File: config.mk
export PLATFORM = sky130hd
export DESIGN_NAME = mem_bus_arbiter
export DESIGN_NICKNAME = d
export VERILOG_FILES = /design/src/rtl/mem_bus_arbiter.sv
export SDC_FILE = /design/constraint.sdc
export NUM_CORES = 1
export LEC_CHECK = 0
export CAP_MARGIN = 20
export CORE_AREA = 4 4 106 108
export CTS_BUF_LIST = sky130_fd_sc_hd__clkbuf_8
export DETAILED_ROUTE_END_ITERATION = 16
export DIE_AREA = 0 0 110 112
export GPL_TIMING_DRIVEN = 0
export PLACE_DENSITY = 0.72
export SYNTH_ARGS = -nofsm -noshare
export SYNTH_HDL_FRONTEND = slang
export SYNTH_SLANG_ARGS = --single-unit
File: constraint.sdc
create_clock -name clk -period 2.27 [get_ports clk]
set_input_delay 0.227 -clock clk [delete_from_list [all_inputs] [get_ports clk]]
set_output_delay 0.227 -clock clk [all_outputs]
set_load 0.05 [all_outputs]
File: src/rtl/mem_bus_arbiter.sv
// mem_bus_arbiter: two-master arbiter for the shared memory bus (data RAM plus
// UART slave mux). Master A is the debug probe, master B the multicycle core.
// Ownership moves by request/grant with a burst limit, so a busy owner cannot
// starve the other master. Read responses are tagged with the master that
// issued the read, so a response still reaches A after ownership passes to B.
//
// Ports:
//   clk, rst                 clock, asynchronous active-high reset
//   a_req/a_addr/a_we/a_rd   master A command (a_mask, a_wdata alongside)
//   a_gnt, a_rvalid          master A grant (registered), read data valid
//   b_*                      same set for master B
//   rdata                    read data broadcast to both masters (= s_rdata)
//   s_addr/s_we/s_rd         slave-side command from the current owner
//   s_mask/s_wdata           slave-side byte mask and write data
//   s_rdata                  slave read data, READ_LATENCY cycles after s_rd
module mem_bus_arbiter #(
  parameter int ADDR_W       = 30,
  parameter int READ_LATENCY = 1,
  parameter int MAX_BURST    = 8,
  parameter int A_PRIORITY   = 1
) (
  input  logic              clk,
  input  logic              rst,
  input  logic              a_req,
  input  logic [ADDR_W-1:0] a_addr,
  input  logic              a_we,
  input  logic              a_rd,
  input  logic [3:0]        a_mask,
  input  logic [31:0]       a_wdata,
  output logic              a_gnt,
  output logic              a_rvalid,
  input  logic              b_req,
  input  logic [ADDR_W-1:0] b_addr,
  input  logic              b_we,
  input  logic              b_rd,
  input  logic [3:0]        b_mask,
  input  logic [31:0]       b_wdata,
  output logic              b_gnt,
  output logic              b_rvalid,
  output logic [31:0]       rdata,
  output logic [ADDR_W-1:0] s_addr,
  output logic              s_we,
  output logic              s_rd,
  output logic [3:0]        s_mask,
  output logic [31:0]       s_wdata,
  input  logic [31:0]       s_rdata
);

  typedef enum logic [1:0] {IDLE, OWN_A, OWN_B} state_t;

  localparam logic [7:0] BURST_MAX  = 8'(MAX_BURST);
  localparam logic [7:0] BURST_LAST = 8'(MAX_BURST - 1);

  state_t     state, state_nxt;
  logic [7:0] burst_cnt, burst_cnt_nxt;
  logic       last_b, last_b_nxt;    // 1: B was the last owner
  logic       a_beat, b_beat;

  logic [READ_LATENCY-1:0] pipe_vld, pipe_id;   // pipe_id 1: read issued by B
  logic [READ_LATENCY:0]   vld_shift, id_shift;

  assign a_gnt  = (state == OWN_A);
  assign b_gnt  = (state == OWN_B);
  assign a_beat = a_gnt & a_req;
  assign b_beat = b_gnt & b_req;

  always_ff @(posedge clk or posedge rst) begin
    if (rst) begin
      state     <= IDLE;
      burst_cnt <= '0;
      last_b    <= 1'b1;
    end else begin
      state     <= state_nxt;
      burst_cnt <= burst_cnt_nxt;
      last_b    <= last_b_nxt;
    end
  end

  // A count that saturated while the other master was quiet still hands
  // over on the next beat once the other master starts requesting.
  always_comb begin
    state_nxt     = state;
    burst_cnt_nxt = burst_cnt;
    last_b_nxt    = last_b;
    case (state)
      IDLE: begin
        if (a_req && b_req)
          state_nxt = (A_PRIORITY != 0 || last_b) ? OWN_A : OWN_B;
        else if (a_req)
          state_nxt = OWN_A;
        else if (b_req)
          state_nxt = OWN_B;
      end
      OWN_A: begin
        if (!a_req) begin
          state_nxt     = b_req ? OWN_B : IDLE;
          burst_cnt_nxt = '0;
          last_b_nxt    = 1'b0;
        end else if (b_req && burst_cnt >= BURST_LAST) begin
          state_nxt     = OWN_B;
          burst_cnt_nxt = '0;
          last_b_nxt    = 1'b0;
        end else if (burst_cnt != BURST_MAX) begin
          burst_cnt_nxt = burst_cnt + 8'd1;
        end
      end
      OWN_B: begin
        if (!b_req) begin
          state_nxt     = a_req ? OWN_A : IDLE;
          burst_cnt_nxt = '0;
          last_b_nxt    = 1'b1;
        end else if (a_req && burst_cnt >= BURST_LAST) begin
          state_nxt     = OWN_A;
          burst_cnt_nxt = '0;
          last_b_nxt    = 1'b1;
        end else if (burst_cnt != BURST_MAX) begin
          burst_cnt_nxt = burst_cnt + 8'd1;
        end
      end
      default: begin
        state_nxt     = IDLE;
        burst_cnt_nxt = '0;
      end
    endcase
  end

  // Command path: only the owner reaches the slave; write wins over read.
  always_comb begin
    s_addr  = '0;
    s_mask  = '0;
    s_wdata = '0;
    case (state)
      OWN_A: begin
        s_addr  = a_addr;
        s_mask  = a_mask;
        s_wdata = a_wdata;
      end
      OWN_B: begin
        s_addr  = b_addr;
        s_mask  = b_mask;
        s_wdata = b_wdata;
      end
      default: ;
    endcase
  end

  assign s_we = (a_beat & a_we) | (b_beat & b_we);
  assign s_rd = (a_beat & a_rd & ~a_we) | (b_beat & b_rd & ~b_we);

  // Response tag pipe; concatenation keeps the shift legal for depth 1.
  assign vld_shift = {pipe_vld, s_rd};
  assign id_shift  = {pipe_id, b_gnt};

  always_ff @(posedge clk or posedge rst) begin
    if (rst) begin
      pipe_vld <= '0;
      pipe_id  <= '0;
    end else begin
      pipe_vld <= vld_shift[READ_LATENCY-1:0];
      pipe_id  <= id_shift[READ_LATENCY-1:0];
    end
  end

  assign a_rvalid = pipe_vld[READ_LATENCY-1] & ~pipe_id[READ_LATENCY-1];
  assign b_rvalid = pipe_vld[READ_LATENCY-1] &  pipe_id[READ_LATENCY-1];
  assign rdata    = s_rdata;

endmodule

==> results.cfg <==
[status]
outcome = complete, no violations

[global_routing]
grt_overflow = 0
grt_pass1_vias = 3237
grt_max_degree = 13
antenna_found_initial = 0
grt_pass1_wl_um = 16100
grtUsageTotal = 0.165

[setup_path]
critPathCaptureType = output pin
crit_required_ps = 2040
reg2reg_slack_ps = 310
crit_path_end = s_addr[15]
crit_path_start_kind = flop
r2r_start = state[0]$_DFFE_PP0P_
r2r-end = state[0]$_DFFE_PP0P_
critPathKind = flop to output pin
cp_max_fo = 10
r2r_cells = 6
crit_arrival_ps = 1930
crit_path_start = state[0]$_DFFE_PP0P_

[die]
die-area_mm2 = 0.0123
die_w_um = 110
coreArea_mm2 = 0.0102
std_cell_rows = 37
ios = 276
initial_utilization = 0.201
die_h_um = 112

[clocking]
htreeDepth = 1
cts_buffers = 3
clockRootBuffer = clkbuf_8
cts_tree = done
clock_sinks = 12
hold_buffers = 0
cts_buffer_depth = 2
worstSkewPairLatency_ps = 250
path_clk_slew_ps = 60

[sta]
slew_violations = 0
worst_pin_slew_ps = 533
min_period_over_period = 0.951
period_needed_ps = 2160
hold_viol = 0
setup_viol_count_final = 0
fin_skew_ps = 6.77
hold_ws_ps = 293
slew_headroom = 0.644
fmaxAchievable_ghz = 0.463

[synth]
synth_top_area_share = 0.241
synth_top_area_cell = a22oi_1
synth-edff-count = 0
yosysSeqAreaShare = 0.146
ys_top_cells_by_count = nor2b_1, a22oi_1, buf_4
async_flop_share = 1.00
syn-cell-area_mm2 = 0.00206
netlist_top_cells_area = a22oi_1, nor2b_1, dfrtp_1
netlist_instances = 279
post-synth-top-count-cell = nor2b_1
yosys_warnings = 0
synth_flop_cell = dfrtp_1
syn_avg_cell_area_um2 = 7.38
ys_ff_latch = 12
synth.distinct_cells = 37
syn_nets = 457

[drt]
routed_wl_um = 11100
antenna_left = 0
dr.pass1.iters = 4
wl_per_cell_um = 16.9
drt-vias-per-instance = 4.61
drc = 0
initialDrtViolationCount = 101
vias = 3040

[layout]
final_cell_count_no_fill = 660
fin_area_mm2 = 0.00501
antenna_cells = 0
drive_above_1_share = 0.389
area_growth_pct = 143
final_net_count = 703

[pwr]
finalPower_w = 0.00605
power_leakage_nw = 1.96
powerDensity_mw_per_mm2 = 1210
ir_drop_mv = 0.514

[run]
max_cap_violations = 0

[placed_design]
hpwl_um = 9480
globalplace.congestion = 0.869
place_area_mm2 = 0.00494
portBuffers = 243
dp.cells = 658

[min_path]
hold_path_class = primary input to async pin
## layout make-up
cell class | count | area, um^2
Clock buffer | 4 | 55.1
Buffer | 55 | 375
Timing Repair Buffer | 243 | 2380
Inverter | 8 | 30.0
Tap cell | 136 | 170
Multi-Input combinational cell | 202 | 1700
Fill cell | 946 | 5220
Sequential cell | 12 | 300
## logic make-up (layout without fill, tap and decap cells)
logic type / count (synthesis) / in the layout / share of synthesized area
xor+xnor: 2 / 2 / 0.00851
compound gates: 91 / 91 / 0.337
mux: 2 / 2 / 0.0109
buf+inv: 65 / 310 / 0.177
flops: 12 / 12 / 0.146
simple gates: 101 / 101 / 0.284
fa+ha+maj: 6 / 6 / 0.0365
## worst min path at each step
stage,slack (ps),to,depth (start not counted),from
after floorplan,90,burst_cnt[0]$_DFFE_PP0N_,1,rst
after global placement,530,state[1]$_DFFE_PP0P_,1,state[1]$_DFFE_PP0P_
after detailed placement,560,state[1]$_DFFE_PP0P_,1,state[1]$_DFFE_PP0P_
after CTS,310,burst_cnt[2]$_DFFE_PP0N_,2,rst
after global routing,370,burst_cnt[2]$_DFFE_PP0N_,2,rst
final,290,burst_cnt[1]$_DFFE_PP0N_,2,rst
## worst max-delay path, stage by stage (launching register included)
cell             delay (ps)
dfrtp_1                 440
inv_2                   130
ha_4                    220
clkbuf_2                240
a22oi_1                 140
nor2b_2                 120
clkdlybuf4s15_2         380
## placed cells by master, fill, tap and decap left out, drive strengths merged, types with 6 or more instances in the layout
cell and instances:
a21oi 7, nor2b 67, inv 8, clkdlybuf4s15 36
nand2 15, clkbuf 26, dfrtp 12, clkdlybuf4s50 175
ha 6, buf 62, a22oi 66
## power by group
group	switching (W)	internal, W	leakage [nW]
registers	0.0000459	0.000253	0.163
logic	0.00336	0.00216	1.77
clock network	0.0000878	0.000154	0.0288
total	0.00349	0.00256	1.96
## per-layer routing
| metal | vias up | global-route usage | part of all wire |
|---|---|---|---|
| met1 | 1379 | 0.176 | 0.35 |
| li1 | 1464 | - | - |
| met4 | 0 | 0.0333 | 0.015 |
| met3 | 13 | 0.0377 | 0.098 |
| met5 | - | 0 | 0 |
| met2 | 184 | 0.321 | 0.53 |
## through the flow
stage               setup TNS [ps]  worst slack, ps  utilization
finish                           0              110        0.490
global route                 -3.95            -3.95        0.490
CTS                           -650            -84.5        0.486
detailed placement          -43900             -959        0.483
global placement            -40540             -894        0.483
floorplan                        0             74.2            -
## sequential cells by signal (all words and copies together) (netlist names)
| register | flops |
|---|---|
| pipe_vld | 1 |
| burst_cnt | 8 |
| pipe_id | 1 |
| state | 2 |
## what timing repair did
item	CTS	global route
gates resized for setup	303	15
setup endpoints to repair	70	61
gates cloned	0	0
setup buffers	0	0
(Power assumes the default switching activity.)
